$ cat src/rtl/dither_pkg.sv
// dither_pkg
// Shared definitions for the dithering accelerator's frame readout path:
// readout FSM states, default image geometry with the derived output byte
// counts, and the output FIFO entry layout.
//
// Configuration macro: DITHER_READER_PACK_EN
//   defined   -> eight 1-bit pixels per output byte
//   undefined -> one full pixel per output byte
package dither_pkg;

  localparam int DEF_IMAGEX = 64;
  localparam int DEF_IMAGEY = 64;

`ifdef DITHER_READER_PACK_EN
  localparam int BYTES_PER_ROW = DEF_IMAGEX / 8;
`else
  localparam int BYTES_PER_ROW = DEF_IMAGEX;
`endif
  localparam int FRAME_BYTES = BYTES_PER_ROW * DEF_IMAGEY;

  typedef enum logic [1:0] {
    IDLE,
    READ,
    DRAIN
  } state_t;

  typedef struct packed {
    logic [7:0] data;
    logic       eol;
    logic       last;
  } fifo_entry_t;

endpackage

$ cat src/rtl/pixel_tx_fifo.sv
// pixel_tx_fifo
// Two-entry FIFO holding output bytes with their row/frame markers.
//
// Ports:
//   clk, rst_n                  clock, asynchronous active-low reset
//   push, push_data/eol/last    write side; ignored when full
//   pop                         read side; ignored when empty
//   head_data/eol/last          oldest entry (all zero after reset)
//   full, empty, count          occupancy status
module pixel_tx_fifo
  import dither_pkg::*;
(
  input  logic       clk,
  input  logic       rst_n,
  input  logic       push,
  input  logic [7:0] push_data,
  input  logic       push_eol,
  input  logic       push_last,
  input  logic       pop,
  output logic [7:0] head_data,
  output logic       head_eol,
  output logic       head_last,
  output logic       full,
  output logic       empty,
  output logic [1:0] count
);

  fifo_entry_t mem [2];
  logic        wr_ptr;
  logic        rd_ptr;
  logic        wr_en;
  logic        rd_en;

  assign wr_en = push && !full;
  assign rd_en = pop && !empty;

  always_ff @(posedge clk or negedge rst_n) begin
    if (!rst_n) begin
      mem[0] <= '0;
      mem[1] <= '0;
      wr_ptr <= 1'b0;
      rd_ptr <= 1'b0;
      count  <= 2'd0;
    end else begin
      if (wr_en) begin
        mem[wr_ptr] <= {push_data, push_eol, push_last};
        wr_ptr      <= ~wr_ptr;
      end
      if (rd_en) begin
        rd_ptr <= ~rd_ptr;
      end
      case ({wr_en, rd_en})
        2'b10:   count <= count + 2'd1;
        2'b01:   count <= count - 2'd1;
        default: count <= count;
      endcase
    end
  end

  assign head_data = mem[rd_ptr].data;
  assign head_eol  = mem[rd_ptr].eol;
  assign head_last = mem[rd_ptr].last;
  assign full      = (count == 2'd2);
  assign empty     = (count == 2'd0);

endmodule

$ cat src/rtl/dither_frame_reader.sv
// dither_frame_reader
// Sweeps the pixel SRAM in raster order after dithering completes and
// streams the result as bytes over a valid/ready link with row (eol) and
// frame (last) markers.
//
// Configuration macro: DITHER_READER_PACK_EN
//   defined   -> each pixel reduced to its MSB, eight pixels per byte, MSB first
//   undefined -> each byte is the full pixel value
//
// Ports:
//   clk, rst_n                  clock, asynchronous active-low reset
//   start                       frame start pulse, honoured only when idle
//   ram_rd_en, ram_rd_addr      SRAM read request (addr = y*IMAGEX + x)
//   ram_rd_data                 SRAM data, valid the cycle after ram_rd_en
//   tx_data/valid/ready         output byte stream
//   tx_eol, tx_last             last byte of row / of frame
//   busy                        frame readout in progress
//   done                        pulse on the final byte transfer
module dither_frame_reader
  import dither_pkg::*;
#(
  parameter int IMAGEX           = DEF_IMAGEX,
  parameter int IMAGEY           = DEF_IMAGEY,
  parameter int IMAGE_ADDR_WIDTH = $clog2(IMAGEX * IMAGEY),
  parameter int RGB_SIZE         = 8
) (
  input  logic                        clk,
  input  logic                        rst_n,
  input  logic                        start,
  output logic                        ram_rd_en,
  output logic [IMAGE_ADDR_WIDTH-1:0] ram_rd_addr,
  input  logic [RGB_SIZE-1:0]         ram_rd_data,
  output logic [7:0]                  tx_data,
  output logic                        tx_valid,
  input  logic                        tx_ready,
  output logic                        tx_eol,
  output logic                        tx_last,
  output logic                        busy,
  output logic                        done
);

  localparam int COL_W = (IMAGEX > 1) ? $clog2(IMAGEX) : 1;
  localparam logic [IMAGE_ADDR_WIDTH-1:0] LAST_ADDR = IMAGE_ADDR_WIDTH'(IMAGEX * IMAGEY - 1);
  localparam logic [COL_W-1:0]            LAST_COL  = COL_W'(IMAGEX - 1);

  state_t                      state;
  state_t                      state_next;
  logic [IMAGE_ADDR_WIDTH-1:0] addr;
  logic [COL_W-1:0]            col;

  logic       pend_valid;
  logic       pend_eol;
  logic       pend_last;
  logic       pend_push;
  logic       issue_push;

  logic       push;
  logic [7:0] push_data;
  logic       pop;
  logic [7:0] head_data;
  logic       head_eol;
  logic       head_last;
  logic       fifo_full;
  logic       fifo_empty;
  logic [1:0] fifo_count;
  logic [2:0] free_slots;

  // Slots still free after this cycle's pop; a new read may only be issued
  // if its eventual push cannot collide with the push already in flight.
  assign pop        = tx_valid && tx_ready;
  assign free_slots = (fifo_full ? 3'd0 : (3'd2 - {1'b0, fifo_count})) + {2'b0, pop};
  assign ram_rd_en  = (state == READ) && (free_slots > {2'b0, (pend_valid && pend_push)});
  assign ram_rd_addr = addr;

  // Address and column counters; the address saturates on the final pixel
  // so the terminal compare stays valid while the FSM leaves READ.
  always_ff @(posedge clk or negedge rst_n) begin
    if (!rst_n) begin
      addr <= '0;
      col  <= '0;
    end else if (state == IDLE && start) begin
      addr <= '0;
      col  <= '0;
    end else if (ram_rd_en) begin
      if (addr != LAST_ADDR) begin
        addr <= addr + 1'b1;
      end
      col <= (col == LAST_COL) ? '0 : col + 1'b1;
    end
  end

`ifdef DITHER_READER_PACK_EN
  logic [2:0] pend_bit;
  logic [7:0] pack_byte;
  logic [7:0] pack_next;

  assign issue_push = (col[2:0] == 3'd7);
  assign pack_next  = pack_byte | ({7'b0, ram_rd_data[RGB_SIZE-1]} << (3'd7 - pend_bit));
  assign push       = pend_valid && pend_push;
  assign push_data  = pack_next;

  // Packer accumulates returning pixels and clears after each byte push.
  always_ff @(posedge clk or negedge rst_n) begin
    if (!rst_n) begin
      pend_bit  <= 3'd0;
      pack_byte <= 8'd0;
    end else begin
      pend_bit <= col[2:0];
      if (pend_valid) begin
        pack_byte <= pend_push ? 8'd0 : pack_next;
      end
    end
  end
`else
  assign issue_push = 1'b1;
  assign push       = pend_valid;
  assign push_data  = ram_rd_data[RGB_SIZE-1 -: 8];
`endif

  // Side information for the read in flight, aligned with its returning data.
  always_ff @(posedge clk or negedge rst_n) begin
    if (!rst_n) begin
      pend_valid <= 1'b0;
      pend_eol   <= 1'b0;
      pend_last  <= 1'b0;
      pend_push  <= 1'b0;
    end else begin
      pend_valid <= ram_rd_en;
      pend_eol   <= (col == LAST_COL);
      pend_last  <= (addr == LAST_ADDR);
      pend_push  <= issue_push;
    end
  end

  pixel_tx_fifo u_fifo (
    .clk       (clk),
    .rst_n     (rst_n),
    .push      (push),
    .push_data (push_data),
    .push_eol  (pend_eol),
    .push_last (pend_last),
    .pop       (pop),
    .head_data (head_data),
    .head_eol  (head_eol),
    .head_last (head_last),
    .full      (fifo_full),
    .empty     (fifo_empty),
    .count     (fifo_count)
  );

  assign tx_valid = !fifo_empty;
  assign tx_data  = head_data;
  assign tx_eol   = tx_valid && head_eol;
  assign tx_last  = tx_valid && head_last;

  always_ff @(posedge clk or negedge rst_n) begin
    if (!rst_n) begin
      state <= IDLE;
    end else begin
      state <= state_next;
    end
  end

  // Next state and frame status; the frame ends on the last-byte handshake.
  always_comb begin
    state_next = state;
    done       = 1'b0;
    case (state)
      IDLE: begin
        if (start) begin
          state_next = READ;
        end
      end
      READ: begin
        if (ram_rd_en && addr == LAST_ADDR) begin
          state_next = DRAIN;
        end
      end
      DRAIN: begin
        if (pop && head_last) begin
          done       = 1'b1;
          state_next = IDLE;
        end
      end
      default: state_next = IDLE;
    endcase
  end

  assign busy = (state != IDLE);

endmodule

$ cat config.mk
export PLATFORM = sky130hd
export DESIGN_NAME = dither_frame_reader
export DESIGN_NICKNAME = d
export VERILOG_FILES = /design/src/rtl/dither_pkg.sv /design/src/rtl/pixel_tx_fifo.sv /design/src/rtl/dither_frame_reader.sv
export SDC_FILE = /design/constraint.sdc
export NUM_CORES = 1
export LEC_CHECK = 0
export CAP_MARGIN = 20
export CORE_MARGIN = 2
export CORE_UTILIZATION = 48
export CTS_BUF_LIST = sky130_fd_sc_hd__clkbuf_8 sky130_fd_sc_hd__clkbuf_16
export DETAILED_ROUTE_END_ITERATION = 16
export GPL_ROUTABILITY_DRIVEN = 0
export PLACE_DENSITY = 0.72
export SYNTH_ARGS = -nofsm -noshare
export SYNTH_HDL_FRONTEND = slang
export SYNTH_SLANG_ARGS = --single-unit
$ cat constraint.sdc
create_clock -name clk -period 4.65 [get_ports clk]
set_input_delay 0.6975 -clock clk [delete_from_list [all_inputs] [get_ports clk]]
set_output_delay 0.6975 -clock clk [all_outputs]
set_load 0.005 [all_outputs]
==> impl_metrics.json <==
{
  "grt_first_pass_wirelength_microns": 7370,
  "clock_tree.buffer_depth": 2,
  "insertedDiodeCount": 0,
  "ctsHtreeMaxLevel": 2,
  "p_r_area_growth_vs_syn_pct": 21.4,
  "fraction_of_synthesized_cell_area_taken_by_the_top_area_cell_type_pct": 50.1,
  "antenna_found_initial": 0,
  "peakVddDrop_mv": 0.513,
  "num-nets-final": 272,
  "die_ar_sq_um": 5580,
  "synth.net_count": 232,
  "setup.worst_path.class": "in -> out",
  "synth.avg_cell_area_sq_um": 11.4,
  "dp.final_hpwl_microns": 3090,
  "layout.filler_cells": 414,
  "cp.required_ns": 3.95,
  "synth-seq-area-share_pct": 50.1,
  "post_cts_buffers": 0,
  "drt_first_pass_iters": 4,
  "fin_worst_skew_ns": 0.00365,
  "postSynthRegisterBits": 48,
  "placeableCoreArea_sq_um": 4790,
  "post_cts_resize_count": 0,
  "numPlacedInstances": 310,
  "design.portCount": 38,
  "synth_edf_count": 0,
  "totalNegativeSetupSlack_ns": 0,
  "place_worst_setup_slack_ns": 0.865,
  "post_dp_cell_area_sq_um": 2820,
  "tritoncts": "yes",
  "post_drt_via_cell_ratio": 5.44,
  "fmax_ghz": 0.264,
  "post-route-drc-count": 0,
  "run_status": "finished clean",
  "cellPowerDensity_nw_per_um2": 671,
  "mappedNetlistArea_sq_um": 2400,
  "layout-drive-gt1-share_pct": 16.9,
  "netlist.top_cell.by_area": "sky130_fd_sc_hd__dfrtp_1",
  "grt_remaining_overflow": 0,
  "grt_start_max_net_pins": 49,
  "tritoncts_buffer_count": 5,
  "die_w_microns": 74.7,
  "nature_of_the_critical_path_startpoint": "primary input",
  "final_period_minus_worst_setup_slack_ns": 3.79,
  "critical_path.slowest_cell": "sky130_fd_sc_hd__clkdlybuf4s50_1",
  "first_global_vias": 1637,
  "worst_slew_pin_slew_ns": 0.536,
  "synth-main-ff-cell": "sky130_fd_sc_hd__dfrtp_1",
  "synth_top_cells_by_area": "sky130_fd_sc_hd__dfrtp_1, sky130_fd_sc_hd__mux2_2, sky130_fd_sc_hd__ha_1, sky130_fd_sc_hd__xnor2_1, sky130_fd_sc_hd__mux2i_1",
  "grt_setup_unrepaired": "no",
  "final_setup_fails": 0,
  "yosys-top-cells-count": "sky130_fd_sc_hd__dfrtp_1, sky130_fd_sc_hd__mux2_2, sky130_fd_sc_hd__nand2_1",
  "slew_violations": 0,
  "fin_crit_sh_pct": 81.5,
  "seqCellArea_sq_um": 1200,
  "totalWireLength_microns": 4490,
  "fp-row-count": 25,
  "postCtsHoldBufs": 0,
  "clk_pin_slew_ns": 0.08,
  "synth-async-reset-ratio_pct": 100,
  "portBuffers": 37,
  "drv.max_cap_violation_count": 0,
  "detail_route.wl_per_cell_microns": 14.2,
  "yosys_warnings": 0,
  "path_cells": "clkdlybuf4s50_1 > nor2b_1 > ha_1 > inv_1 > ha_1 > o21ba_1 > a21o_4 > inv_1 > clkdlybuf4s50_1",
  "num_vias": 1720,
  "cts_root_buf": "sky130_fd_sc_hd__clkbuf_8",
  "layout_setup_ws_ns": 0.861,
  "timing.critical_path.to_type": "output port",
  "maxSlewHeadroom_pct": 63.4,
  "multi_input_comb_area_sq_um": 1120,
  "netlist_instances": 211,
  "yosys.cell_types.count": 47,
  "grt.total_usage_pct": 17.2,
  "power.leakage_nw": 1.27,
  "synthMostInstantiatedCell": "sky130_fd_sc_hd__dfrtp_1",
  "slowest_stage_delay_cp_ns": 0.50,
  "finish.cell_count_without_fillers": 316,
  "hold_violations": 0,
  "die-height_microns": 74.7,
  "cp.arrival_ns": 3.09,
  "cp_max_fo": 18,
  "initialDrtViolationCount": 111,
  "initial_core_util_pct": 50.1,
  "worstSkewPairLatency_ns": 0.29,
  "clock-sinks": 48,
  "ant_nets": 0,
  "stdcell_area_sq_um": 2910,
  "hp_class": "in -> async"
}
-- through the flow --
step,power [mW],utilization (%),hold slack [ns]
2_1_floorplan,1.38,-,0.402
3_3_place_gp,1.73,59.0,0.482
3_5_place_dp,1.75,59.0,0.487
4_1_cts,1.97,60.4,0.508
5_1_grt,2.12,60.8,0.397
6_report,1.95,60.8,0.368
-- area by class of cell --
class,instances,area share (%)
clock buffers,5,2.36
well taps,67,2.88
flip-flops and latches,48,41.3
inverters,12,1.55
multi-input cells,145,38.5
repair buffers,39,13.5
-- registers in the layout (all words and copies together) (netlist names) --
register       count
col                6
pend_eol           1
pend_last          1
pend_push          1
pend_valid         1
ram_rd_addr       12
state              2
u_fifo.count       2
u_fifo.mem        20
u_fifo.rd_ptr      1
u_fifo.wr_ptr      1
-- cells in the final DEF, fill, tap and decap left out, drive strengths merged, types with 2 or more instances in the layout --
| master | n |
|---|---|
| a21o | 2 |
| a21oi | 10 |
| and2 | 3 |
| and3 | 2 |
| and4 | 2 |
| buf | 3 |
| clkbuf | 5 |
| clkdlybuf4s50 | 36 |
| dfrtp | 48 |
| ha | 9 |
| inv | 12 |
| mux2 | 28 |
| mux2i | 6 |
| nand2 | 14 |
| nand2b | 5 |
| nand3 | 6 |
| nand4 | 6 |
| nor2 | 11 |
| nor3 | 4 |
| nor4 | 3 |
| o21ai | 2 |
| o311ai | 2 |
| o31ai | 2 |
| o41ai | 2 |
| or3 | 3 |
| or4 | 2 |
| xnor2 | 7 |
-- layer usage --
metal | vias up | global-route usage [%] | share of wire [%]
met5 | - | 0 | 0
met4 | 0 | 6.15 | 1.4
met3 | 10 | 3.61 | 5.4
met2 | 44 | 27.2 | 45
met1 | 829 | 23.8 | 48
li1 | 837 | - | -
-- logic make-up (layout without fill, tap and decap cells) --
family          count (synthesis)  count (layout)  share of synthesized area [%]
xor+xnor                        8               8                           2.92
flops                          48              48                           50.1
compound gates                 28              28                           8.30
mux                            34              34                           15.6
buf+inv                        18              56                           3.23
simple gates                   65              65                           15.0
other cells                     1               1                          0.156
fa+ha+maj                       9               9                           4.69
-- where the power goes --
| group | internal (mW) | switching [mW] |
|---|---|---|
| Combinational | 0.571 | 0.426 |
| Sequential | 0.585 | 0.146 |
| Clock | 0.0972 | 0.127 |
-- worst paths after layout --
path | start | slack (ns) | depth (start not counted) | to
worst max-delay path | tx_ready | 0.86 | 9 | ram_rd_en
worst min-delay path | rst_n | 0.37 | 1 | u_fifo.wr_ptr$_DFFE_PN0P_
worst max register to register | u_fifo.count[0]$_DFFE_PN0P_ | 1.82 | 10 | ram_rd_addr[3]$_DFFE_PN0P_
worst min register to register | u_fifo.mem[6]$_DFFE_PN0P_ | 0.50 | 1 | u_fifo.mem[6]$_DFFE_PN0P_
max in group asynchronous | rst_n | 3.77 | 2 | ram_rd_addr[6]$_DFFE_PN0P_
min in group clk | u_fifo.mem[6]$_DFFE_PN0P_ | 0.50 | 1 | u_fifo.mem[6]$_DFFE_PN0P_
-- worst max-delay path, delay by kind of cell --
family / cells / cell delay, ns
fa+ha+maj: 2 / 0.49
simple gates: 1 / 0.25
buf+inv: 4 / 1.12
compound gates: 2 / 0.54
Power figures use the tool's default switching activity.
